--- config.mk ---
export PLATFORM = sky130hd
export DESIGN_NAME = pipeline_hazard_ctrl
export DESIGN_NICKNAME = d
export VERILOG_FILES = /design/src/rtl/tessiax_pkg.sv /design/src/rtl/mul_sequencer.sv /design/src/rtl/pipeline_hazard_ctrl.sv
export SDC_FILE = /design/constraint.sdc
export NUM_CORES = 1
export LEC_CHECK = 0
export BUFFER_PORTS_ARGS = -buffer_cell sky130_fd_sc_hd__buf_2
export CAP_MARGIN = 20
export CORE_UTILIZATION = 40
export CTS_CLUSTER_DIAMETER = 120
export DETAILED_ROUTE_END_ITERATION = 7
export GPL_TIMING_DRIVEN = 0
export PLACE_DENSITY = 0.79
export REMOVE_ABC_BUFFERS = 1
export SLEW_MARGIN = 20
export SYNTH_ARGS = -nofsm -noshare
export SYNTH_HDL_FRONTEND = slang
export SYNTH_HIERARCHICAL = 1
export SYNTH_SLANG_ARGS = --single-unit
--- constraint.sdc ---
create_clock -name clk -period 3.2 [get_ports clk]
set_clock_uncertainty 0.2 [all_clocks]
set_input_delay 0.32 -clock clk [delete_from_list [all_inputs] [get_ports clk]]
set_output_delay 0.32 -clock clk [all_outputs]
set_load 0.02 [all_outputs]
--- src/rtl/tessiax_pkg.sv ---
// rtl/tessiax_pkg.sv - shared types and constants for the TessiaX hazard controller
// Purpose : forwarding-select and multiply-FSM enums, ALU/regfile constants.
// Contents: fwd_sel_t, mul_state_t, ALU_MUL, REG_PC.
package tessiax_pkg;

  typedef enum logic [1:0] {
    FWD_RF  = 2'b00,
    FWD_WB  = 2'b01,
    FWD_MEM = 2'b10
  } fwd_sel_t;

  typedef enum logic {
    IDLE = 1'b0,
    MUL  = 1'b1
  } mul_state_t;

  localparam logic [3:0] ALU_MUL = 4'b0010;
  localparam logic [3:0] REG_PC  = 4'hF;

endpackage

--- src/rtl/mul_sequencer.sv ---
// rtl/mul_sequencer.sv - multi-cycle multiply hold sequencer for the EX stage
// Purpose : holds a multiply in EX for exactly MUL_CYCLES cycles.
// Ports   : clk, reset (async, active-high), MulStartE (valid multiply in E)
//           MulStall (hold EX this cycle), MulBusy (FSM in MUL),
//           MulDoneE (final EX cycle of the multiply).
module mul_sequencer
  import tessiax_pkg::*;
#(
  parameter int MUL_CYCLES = 4
) (
  input  logic clk,
  input  logic reset,
  input  logic MulStartE,
  output logic MulStall,
  output logic MulBusy,
  output logic MulDoneE
);

  // A single-cycle multiply needs no hold, so the FSM stays in IDLE.
  localparam bit         MULTI    = (MUL_CYCLES > 1);
  localparam logic [3:0] CNT_INIT = MULTI ? 4'(MUL_CYCLES - 2) : 4'd0;

  mul_state_t state;
  logic [3:0] cnt;

  always_ff @(posedge clk or posedge reset) begin
    if (reset) begin
      state <= IDLE;
      cnt   <= 4'd0;
    end else begin
      case (state)
        IDLE: begin
          if (MulStartE && MULTI) begin
            state <= MUL;
            cnt   <= CNT_INIT;
          end
        end
        MUL: begin
          // MulStartE is ignored here: E still holds the same multiply.
          if (cnt != 4'd0) cnt <= cnt - 4'd1;
          else             state <= IDLE;
        end
        default: state <= IDLE;
      endcase
    end
  end

  // The IDLE cycle that accepts the multiply counts as its first EX cycle,
  // so MUL only needs MUL_CYCLES-1 further cycles (Cnt from MUL_CYCLES-2 to 0).
  always_comb begin
    MulBusy  = (state == MUL);
    MulStall = 1'b0;
    MulDoneE = 1'b0;
    if (state == MUL) begin
      MulStall = (cnt != 4'd0);
      MulDoneE = (cnt == 4'd0);
    end else begin
      MulStall = MulStartE && MULTI;
      MulDoneE = MulStartE && !MULTI;
    end
  end

endmodule

--- src/rtl/pipeline_hazard_ctrl.sv ---
// rtl/pipeline_hazard_ctrl.sv - forwarding, load-use, flush and multiply-hold control
// Purpose : drives EX operand forwarding selects and the stall/flush enables
//           of every TessiaX pipeline register.
// Ports   : in  RA1D/RA2D, RA1E/RA2E, WA3E/WA3M/WA3W, RegWriteE/M/W, MemToRegE,
//               PCWrPendingF, PCSrcW, BranchTakenE, MulStartE, clk, reset
//           out ForwardAE/BE, StallF/D/E, FlushD/E/M, MulBusy, MulDoneE
module pipeline_hazard_ctrl
  import tessiax_pkg::*;
#(
  parameter int MUL_CYCLES = 4,
  parameter int REG_W      = 4
) (
  input  logic             clk,
  input  logic             reset,
  input  logic [REG_W-1:0] RA1D,
  input  logic [REG_W-1:0] RA2D,
  input  logic [REG_W-1:0] RA1E,
  input  logic [REG_W-1:0] RA2E,
  input  logic [REG_W-1:0] WA3E,
  input  logic [REG_W-1:0] WA3M,
  input  logic [REG_W-1:0] WA3W,
  input  logic             RegWriteE,
  input  logic             RegWriteM,
  input  logic             RegWriteW,
  input  logic             MemToRegE,
  input  logic             PCWrPendingF,
  input  logic             PCSrcW,
  input  logic             BranchTakenE,
  input  logic             MulStartE,
  output logic [1:0]       ForwardAE,
  output logic [1:0]       ForwardBE,
  output logic             StallF,
  output logic             StallD,
  output logic             StallE,
  output logic             FlushD,
  output logic             FlushE,
  output logic             FlushM,
  output logic             MulBusy,
  output logic             MulDoneE
);

  localparam logic [REG_W-1:0] PC_ADDR = REG_W'(REG_PC);

  // PC reads come from the fetch path, never from a forwarded result.
  function automatic fwd_sel_t fwd_sel(input logic [REG_W-1:0] src);
    if (src == PC_ADDR)                  return FWD_RF;
    else if (RegWriteM && WA3M == src)   return FWD_MEM;
    else if (RegWriteW && WA3W == src)   return FWD_WB;
    else                                 return FWD_RF;
  endfunction

  logic ldr_stall;
  logic mul_stall;

  mul_sequencer #(
    .MUL_CYCLES(MUL_CYCLES)
  ) u_mul_sequencer (
    .clk      (clk),
    .reset    (reset),
    .MulStartE(MulStartE),
    .MulStall (mul_stall),
    .MulBusy  (MulBusy),
    .MulDoneE (MulDoneE)
  );

  always_comb begin
    ForwardAE = fwd_sel(RA1E);
    ForwardBE = fwd_sel(RA2E);
    ldr_stall = MemToRegE && RegWriteE && ((WA3E == RA1D) || (WA3E == RA2D));

    StallF = ldr_stall | PCWrPendingF | mul_stall;
    StallD = ldr_stall | mul_stall;
    StallE = mul_stall;
    FlushM = mul_stall;

    // A stalled stage must keep its contents, so stalls mask flushes.
    FlushD = (PCWrPendingF | PCSrcW | BranchTakenE) & ~StallD;
    FlushE = (ldr_stall | BranchTakenE) & ~StallE;
  end

endmodule

==> results.json, run 1 <==
{
  "leakage_uw": 0.000477,
  "fill_cells": 127,
  "drv_slew": 0,
  "vias_per_cell": 4.91,
  "switchingPower_uw": 220,
  "switching_share": 0.456,
  "grt_pass1_vias": 594,
  "tns_ns": 0,
  "combPwrFrac": 0.599,
  "place.gp.congestion": 0.886,
  "num_vias": 712,
  "ys_ff_latch": 5,
  "synthCells": 77,
  "gr-usage-all-layers": 0.217,
  "root_buffer": "clkbuf_4",
  "hold_viol": 0,
  "maxCapViolations": 0,
  "clockBufferDepth": 2,
  "fin_nets": 170,
  "ir_drop_uv": 292,
  "period_share": 0.703,
  "cts_buffers": 3,
  "rows": 13,
  "rsz0062_at_grt": "no",
  "drive_above_1_share": 0.415,
  "cp-end-kind": "output pin",
  "power_frac_clock": 0.160,
  "final_cells": 145,
  "initial_core_util": 0.451,
  "cts_tree": "built",
  "core_um2": 1370,
  "grt_pass1_wl_um": 2350,
  "relSlewSlack": 0.724,
  "cts_sinks": 5,
  "overflow": 0,
  "crit_fanout": 8,
  "post-place-ws_ns": 1.22,
  "hp-class": "in -> reg",
  "layout_setup_ws_ns": 0.951,
  "portBuffers": 49,
  "cp_data_required_time_ns": 2.68,
  "ff2ff_path_depth": 5,
  "htree_num_levels": 1,
  "stdcell_area_um2": 910,
  "placed_area_um2": 873,
  "syn_to_final_growth_pct": 47.5,
  "drtAntennaViolNets": 0,
  "yosysSeqAreaShare": 0.203,
  "dieArea_um2": 1700,
  "grt_max_degree": 9,
  "period_minus_slack_ns": 2.25,
  "status": "completed",
  "drtIter0Drc": 3,
  "drc_errors": 0,
  "syn_avg_cell_area_um2": 8.01,
  "num_io_pins": 50,
  "critPathSlowestCell": "dfrtp_1",
  "clock_latency_ns": 0.25,
  "diodes": 0,
  "intPower_uw": 262,
  "hpwl_um": 1380,
  "clk_pin_slew_ns": 0.05,
  "antenna_found_initial": 0,
  "ys_types": 24,
  "slowest_delay_ns": 0.39,
  "syn-cell-area_um2": 617,
  "dp.cells": 140,
  "finalSetupViolCount": 0,
  "worstPathArrival_ns": 1.73,
  "die_w_um": 41.3,
  "firstDrtPassIters": 4,
  "start_kind": "flip-flop",
  "yosysWarnings": 6,
  "die_y_um": 41.3,
  "tightest_slew_ns": 0.410,
  "hold_depth": 4,
  "path_class": "reg -> out",
  "wl_per_cell_um": 11.3,
  "cts.repair.resized": 0,
  "powerDensity_nw_per_um2": 531,
  "wl_um": 1640,
  "pwr-share-seq": 0.240,
  "max_freq_ghz": 0.445,
  "cp_cell_sequence": "inv_1, ha_1, and4bb_1, nor2_2, or3_1, buf_2"
}
## power groups by stage
stage	clock network [uW]	registers, uW	logic (uW)
3_5_place_dp	0	117	289
5_1_grt	82.8	120	326
3_3_place_gp	0	114	282
4_1_cts	78.3	116	293
6_report	77.4	116	289
2_1_floorplan	0	116	188
## sequential cells by signal (all words and copies together) (netlist names)
| register | count |
|---|---|
| u_mul_sequencer/MulBusy | 1 |
| u_mul_sequencer/cnt | 4 |
## layout make-up
cell class	instances	area (um2)	area share
clock buffers	4	26.3	0.0289
inverters	7	26.3	0.0289
multi-input cells	64	458	0.503
flip-flops and latches	5	125	0.138
well taps	15	18.8	0.0206
repair buffers	50	255	0.281
## worst paths after layout
| path | endpoint | startpoint | slack (ns) |
|---|---|---|---|
| hold / removal | u_mul_sequencer/cnt[3] | MulStartE | 0.23 |
| hold reg to reg | u_mul_sequencer/cnt[0] | u_mul_sequencer/cnt[0] | 0.32 |
| setup / recovery | StallF | u_mul_sequencer/cnt[0] | 0.95 |
| max in group asynchronous | u_mul_sequencer/cnt[0] | reset | 2.33 |
| min in group asynchronous | u_mul_sequencer/cnt[1] | reset | 0.30 |
| setup reg to reg | u_mul_sequencer/cnt[0] | u_mul_sequencer/cnt[0] | 1.64 |
## through the flow
stage	total power (uW)	hold WS, ns	util
finish	483	0.225	0.666
global route	528	0.289	0.666
CTS	487	0.238	0.666
detailed placement	406	0.0201	0.639
global placement	395	0.0121	0.639
floorplan	304	-0.101	-
## cells by family after synthesis
| logic type | synth area share |
|---|---|
| DFF | 0.203 |
| AOI/OAI and AO/OA | 0.152 |
| buffers and inverters | 0.0548 |
| and+or+nand+nor | 0.258 |
| adders and majority gates | 0.0203 |
| xor gates and xnor gates | 0.312 |
## cells in the final DEF, fill, tap and decap left out, drive strengths merged
| cell type | Yosys | final |
|---|---|---|
| dlygate4sd3 | 0 | 1 |
| or3 | 1 | 1 |
| nand2 | 4 | 4 |
| nand3 | 4 | 4 |
| nand4 | 2 | 2 |
| ha | 1 | 1 |
| nor2 | 2 | 2 |
| and2b | 1 | 1 |
| o211ai | 2 | 2 |
| and4bb | 1 | 1 |
| nor3 | 5 | 5 |
| buf | 1 | 49 |
| o22a | 1 | 1 |
| xnor2 | 8 | 8 |
| or2b | 2 | 2 |
| dfrtp | 5 | 5 |
| nand4b | 1 | 1 |
| a21oi | 1 | 1 |
| o21a | 4 | 4 |
| nor4 | 4 | 4 |
| xor2 | 14 | 14 |
| clkbuf | 0 | 4 |
| o21ai | 5 | 5 |
| o211a | 1 | 1 |
| inv | 7 | 7 |
## synthesized netlist by cell type
| cell type | instances | share of area |
|---|---|---|
| a21oi_1 | 1 | 0.0081 |
| xor2_1 | 14 | 0.20 |
| nand3_1 | 4 | 0.032 |
| nor2_1 | 1 | 0.0061 |
| o21a_1 | 4 | 0.049 |
| and4bb_1 | 1 | 0.020 |
| nor4_1 | 4 | 0.041 |
| buf_4 | 1 | 0.012 |
| nor3_1 | 5 | 0.041 |
| o22a_1 | 1 | 0.014 |
| inv_1 | 7 | 0.043 |
| o211ai_1 | 2 | 0.024 |
| o21ai_0 | 5 | 0.041 |
| dfrtp_1 | 5 | 0.20 |
| or2b_1 | 2 | 0.024 |
| o211a_1 | 1 | 0.016 |
| nor2_2 | 1 | 0.010 |
| or3_1 | 1 | 0.010 |
| nand2_1 | 4 | 0.024 |
| nand4b_1 | 1 | 0.014 |
| ha_1 | 1 | 0.020 |
| nand4_1 | 2 | 0.020 |
| and2b_2 | 1 | 0.014 |
| xnor2_1 | 8 | 0.11 |
## worst max-delay path: cells and delay by family, from the launching register on
family / cells / cell delay (ns)
fa+ha+maj: 1 / 0.16
simple gates: 3 / 0.70
buf+inv: 2 / 0.22
flops: 1 / 0.39
## repair_timing
item,4_1_cts,5_1_grt
endpoints found under the hold margin,5,0
setup buffers,0,0
hold buffers,1,0
setup endpoints to repair,0,0
## metal layers
layer,vias to the layer above,GRT usage,part of all wire
li1,376,-,-
met4,0,0.145,0.027
met5,-,0,0
met2,23,0.391,0.51
met1,308,0.239,0.42
met3,5,0.0163,0.038
Note: power is estimated with default switching activity, not from simulation.
==> run 2, diff against run 1 <==
--- a/config.mk
+++ b/config.mk
@@ -5,13 +5,15 @@
 export SDC_FILE = /design/constraint.sdc
 export NUM_CORES = 1
 export LEC_CHECK = 0
+export ABC_AREA = 1
 export BUFFER_PORTS_ARGS = -buffer_cell sky130_fd_sc_hd__buf_2
 export CAP_MARGIN = 20
-export CORE_UTILIZATION = 40
+export CORE_ASPECT_RATIO = 0.75
+export CORE_UTILIZATION = 37
 export CTS_CLUSTER_DIAMETER = 120
 export DETAILED_ROUTE_END_ITERATION = 7
 export GPL_TIMING_DRIVEN = 0
-export PLACE_DENSITY = 0.79
+export PLACE_DENSITY = 0.72
 export REMOVE_ABC_BUFFERS = 1
 export SLEW_MARGIN = 20
 export SYNTH_ARGS = -nofsm -noshare
==> constraint.sdc (replaced) <==
create_clock -name clk -period 1.9 [get_ports clk]
set_clock_uncertainty 0.2 [all_clocks]
set_input_delay 0.19 -clock clk [delete_from_list [all_inputs] [get_ports clk]]
set_output_delay 0.19 -clock clk [all_outputs]
set_load 0.02 [all_outputs]
==> run 2 against run 1 <==
Compared with the run above:
- via count is 40% higher
- die area is 29% higher
- worst setup slack worse by 0.93 ns
- first-iteration DRC count is 100% higher
- count of clock-buffer cells in the layout stayed put
- sequential power is 76% higher
- utilization is 6.1 points lower
- power is 100% higher
- design area is 20% higher
- largest power group unchanged
==> results.json, run 2 <==
{
  "vias_per_cell": 4.60,
  "ys_ff_latch": 5,
  "power_frac_clock": 0.130,
  "synthTopCellsByCount": "45 x nand2_1, 29 x inv_1, 12 x nor2_1",
  "cp-end-kind": "output pin",
  "drtIter0Drc": 6,
  "async_flop_share": 1.00,
  "num_vias": 994,
  "intPower_uw": 512,
  "final_cells": 216,
  "grt_pass1_wl_um": 2940,
  "synthFlopType": "dfrtp_1",
  "synth_edf_count": 0,
  "rows": 13,
  "hold_viol": 0,
  "crit_fanout": 6,
  "hp-class": "in -> reg",
  "period_minus_slack_ns": 1.88,
  "gr-usage-all-layers": 0.191,
  "die_y_um": 40.8,
  "yosysTopAreaCell": "nand2_1",
  "clockBufferDepth": 2,
  "portBuffers": 49,
  "num_io_pins": 50,
  "tns_ns": 0,
  "critPathSlowestCell": "dfrtp_1",
  "start_kind": "flip-flop",
  "switchingPower_uw": 460,
  "syn_avg_cell_area_um2": 5.42,
  "synthMostInstantiatedCell": "nand2_1",
  "cp_data_required_time_ns": 1.51,
  "antenna_found_initial": 0,
  "ys_types": 25,
  "powerDensity_nw_per_um2": 890,
  "largest_reg_flops": 4,
  "rsz0062_at_grt": "yes",
  "wl_um": 1980,
  "worstPathArrival_ns": 1.49,
  "syn_to_final_growth_pct": 47.0,
  "htree_num_levels": 1,
  "drtAntennaViolNets": 0,
  "cts_sinks": 5,
  "pwr-share-seq": 0.210,
  "cts_buffers": 3,
  "grt_max_degree": 8,
  "switching_share": 0.473,
  "combPwrFrac": 0.661,
  "synthCells": 137,
  "maxCapViolations": 0,
  "drv_slew": 0,
  "period_share": 0.991,
  "dieArea_um2": 2190,
  "dp.cells": 207,
  "initial_core_util": 0.411,
  "grt_pass1_vias": 802,
  "root_buffer": "clkbuf_4",
  "max_freq_ghz": 0.531,
  "leakage_uw": 0.000700,
  "ir_drop_uv": 615,
  "drive_above_1_share": 0.340,
  "firstDrtPassIters": 4,
  "cp_cell_sequence": "inv_2, ha_4, nand4_1, nand2_2, inv_4, inv_2, nand2_2, nor2_1, buf_4",
  "mostFrequentLayoutCell": "buf_2",
  "syn-cell-area_um2": 742,
  "clock_latency_ns": 0.25,
  "status": "completed",
  "overflow": 0,
  "slowest_delay_ns": 0.38,
  "post-route-util": 0.604,
  "relSlewSlack": 0.860,
  "ys_top_cells_by_area": "nand2_1 23%, dfrtp_1 17%, inv_1 15%",
  "finalSetupViolCount": 0,
  "yosysSeqAreaShare": 0.169,
  "clk_pin_slew_ns": 0.04,
  "final_cell_mix": "48 x buf_2, 45 x nand2_1, 26 x inv_1",
  "drc_errors": 0,
  "hpwl_um": 1650,
  "cts_tree": "built",
  "core_um2": 1810,
  "place.gp.congestion": 0.854,
  "fin_nets": 234,
  "netlist.area_leader.share": 0.228,
  "hold_slack_ns": 0.134,
  "largest_register": "u_mul_sequencer/cnt",
  "diodes": 0,
  "path_class": "reg -> out",
  "die_w_um": 53.7,
  "wl_per_cell_um": 9.16,
  "yosysWarnings": 6,
  "tightest_slew_ns": 0.210
}
## run 2: path summary, 6_finish.rpt
check / from / to / slack, ns / cells after the start
worst min-delay path: MulStartE / u_mul_sequencer/MulBusy / 0.13 / 4
max in group asynchronous: reset / u_mul_sequencer/cnt[0] / 1.11 / 3
worst max-delay path: u_mul_sequencer/cnt[0] / FlushD / 0.02 / 9
worst max register to register: u_mul_sequencer/cnt[0] / u_mul_sequencer/cnt[2] / 0.51 / 7
min in group asynchronous: reset / u_mul_sequencer/cnt[3] / 0.20 / 3
worst min register to register: u_mul_sequencer/cnt[3] / u_mul_sequencer/cnt[3] / 0.32 / 2
## run 2: cell families after synthesis
family | share of synthesized area
adder cells (fa/ha/maj) | 0.0169
XOR/XNOR | 0.0826
buffers and inverters | 0.162
flip-flops | 0.169
AND/OR/NAND/NOR | 0.464
AO/OA/AOI/OAI | 0.106
## run 2: critical path: cells and delay by family (launching register included)
family	cells	cell delay (ns)
buffers and inverters	4	0.34
adders and majority gates	1	0.13
and+or+nand+nor	4	0.40
DFF	1	0.38
## run 2: through the flow
step	worst slack, ns	cell area [um2]	total power [uW]
after floorplan	-0.0610	734	564
after global routing	-0.0528	1090	1080
after detailed placement	-0.00833	1010	739
after CTS	0.00508	1090	964
after global placement	0.0436	1010	717
final	0.0169	1090	971
## run 2: metal layers
layer | vias to the layer above | GRT usage | wire length, um
met5 | - | 0 | 0
met4 | 0 | 0.0855 | 27
met3 | 5 | 0.0370 | 158
met2 | 36 | 0.380 | 969
met1 | 419 | 0.200 | 824
li1 | 534 | - | -
## run 2: area by class of cell
cell class              count  area, um2
inverters                  30        115
flip-flops and latches      5        125
clock buffers               4       26.3
multi-input cells         101        509
well taps                  22       27.5
fillers                   180        714
repair buffers             54        288
## run 2: repair_timing
item                                    4_1_cts  5_1_grt
pin swaps                                     2        4
buffers inserted                              4        0
hold buffers                                  1        0
endpoints found under the hold margin         5        0
endpoints found under the setup margin        6        2
resized for setup                             5        2
## run 2: power by group through the flow
stage                     combinational [uW]  sequential, uW  clock [uW]
after detailed placement                 535             204           0
after global routing                     726             212         138
after global placement                   516             201           0
after floorplan                          362             202           0
final                                    641             204         126
after CTS                                631             200         133
==> run 3, diff against run 2 <==
--- a/config.mk
+++ b/config.mk
@@ -13,7 +13,7 @@
 export CTS_CLUSTER_DIAMETER = 120
 export DETAILED_ROUTE_END_ITERATION = 7
 export GPL_TIMING_DRIVEN = 0
-export PLACE_DENSITY = 0.72
+export PLACE_DENSITY_LB_ADDON = 0.2
 export REMOVE_ABC_BUFFERS = 1
 export SLEW_MARGIN = 20
 export SYNTH_ARGS = -nofsm -noshare
==> run 3 against run 2 <==
Compared with the run above:
- worst hold slack better by 0.017 ns
- wire length is 0.86% lower
- worst setup slack better by 0.022 ns
- global-route usage is 1.0 points lower
- design area is 3.8% higher
- critical path depth stayed put
- utilization is 2.3 points higher
- sequential power hardly changed
- critical path type unchanged
- highest routed layer is now met3
==> results.json, run 3 (synthesized netlist as in run 2, its figures left out) <==
{
  "max_freq_ghz": 0.537,
  "num_vias": 990,
  "num_io_pins": 50,
  "syn_to_final_growth_pct": 52.6,
  "period_minus_slack_ns": 1.86,
  "powerDensity_nw_per_um2": 909,
  "ir_drop_uv": 635,
  "maxCapViolations": 0,
  "clock_latency_ns": 0.23,
  "portBuffers": 49,
  "dieArea_um2": 2190,
  "tns_ns": 0,
  "clockBufferDepth": 2,
  "initial_core_util": 0.411,
  "drc_errors": 0,
  "drtIter0Drc": 12,
  "grt_max_degree": 8,
  "m1WireLength_um": 909,
  "hold_viol": 0,
  "rows": 13,
  "start_kind": "flip-flop",
  "leakage_uw": 0.000716,
  "root_buffer": "clkbuf_4",
  "cp_data_required_time_ns": 1.51,
  "hpwl_um": 1550,
  "gr-usage-all-layers": 0.181,
  "drtAntennaViolNets": 0,
  "period_share": 0.980,
  "fin_nets": 237,
  "routed.top_layer": "met3",
  "cts_buffers": 3,
  "die_y_um": 40.8,
  "final_cells": 219,
  "drive_above_1_share": 0.355,
  "grt_pass1_vias": 748,
  "hp-class": "in -> reg",
  "grt_pass1_wl_um": 2880,
  "p_total_uw": 1030,
  "cts_tree": "built",
  "firstDrtPassIters": 4,
  "overflow": 0,
  "vias_per_cell": 4.52,
  "cts_sinks": 5,
  "htree_num_levels": 1,
  "wl_um": 1960,
  "dp.cells": 207,
  "largest_reg_flops": 4,
  "path_class": "reg -> out",
  "cp-end-kind": "output pin",
  "mostFrequentLayoutCell": "buf_2",
  "wl_met2_um": 959,
  "diodes": 0,
  "crit_fanout": 6,
  "core_um2": 1810,
  "drv_slew": 0,
  "die_w_um": 53.7,
  "placed_area_um2": 1010,
  "worstPathArrival_ns": 1.47,
  "routed-wl-met3_um": 93,
  "rsz0062_at_grt": "yes",
  "status": "completed",
  "post-route-util": 0.627,
  "stdcell_area_um2": 1130,
  "largest_register": "u_mul_sequencer/cnt",
  "place.gp.congestion": 0.810,
  "tightest_slew_ns": 0.337,
  "clk_pin_slew_ns": 0.04,
  "finalSetupViolCount": 0,
  "final_cell_mix": "48 x buf_2, 45 x nand2_1, 26 x inv_1",
  "wl_per_cell_um": 8.96,
  "relSlewSlack": 0.774,
  "antenna_found_initial": 0
}
==> run 3: cell type report <==
class                           count  area [um2]
Clock buffer                        4        26.3
Fill cell                         187         673
Inverter                           30         118
Multi-Input combinational cell    101         522
Sequential cell                     5         125
Tap cell                           22        27.5
Timing Repair Buffer               57         314
==> run 3: path summary, 6_finish.rpt <==
kind,from,end,slack [ns],cells after the start
max in group asynchronous,reset,u_mul_sequencer/MulBusy,1.12,3
setup reg to reg,u_mul_sequencer/cnt[1],u_mul_sequencer/cnt[1],0.49,8
hold reg to reg,u_mul_sequencer/cnt[0],u_mul_sequencer/cnt[0],0.30,2
hold / removal,MulStartE,u_mul_sequencer/MulBusy,0.15,4
setup / recovery,u_mul_sequencer/cnt[1],FlushD,0.04,9
min in group asynchronous,reset,u_mul_sequencer/cnt[0],0.21,3
==> run 3: metrics by stage <==
stage | hold WS [ns] | setup slack [ns]
after floorplan | -0.231 | -0.0610
after global placement | -0.112 | 0.0735
after detailed placement | -0.107 | 0.0215
after CTS | 0.127 | 0.0278
after global routing | 0.142 | -0.0544
final | 0.151 | 0.0388
==> run 3: routing by layer <==
| metal | vias to the layer above | global-route usage |
|---|---|---|
| met4 | 0 | 0.0132 |
| met1 | 422 | 0.242 |
| met3 | 0 | 0.0333 |
| met2 | 29 | 0.318 |
| li1 | 539 | - |
| met5 | - | 0 |
==> run 3: worst max-delay path, stage by stage, from the launching register on <==
cell	delay, ns
dfrtp_1	0.38
inv_2	0.08
ha_4	0.13
nand4_1	0.11
nand2_2	0.14
inv_4	0.06
inv_4	0.06
nand2_4	0.06
nor2_4	0.10
buf_6	0.11
==> run 3: timing repair <==
action	4_1_cts	5_1_grt
pin swaps	2	3
setup endpoints to repair	6	4
endpoints found under the hold margin	5	0
setup buffers	5	2
gates resized for setup	6	6
hold buffers	1	0
==> run 3: power by group <==
| group | switching, uW | internal (uW) |
|---|---|---|
| registers | 43.9 | 160 |
| logic | 387 | 321 |
| clock network | 38.7 | 79.1 |
| total | 470 | 560 |
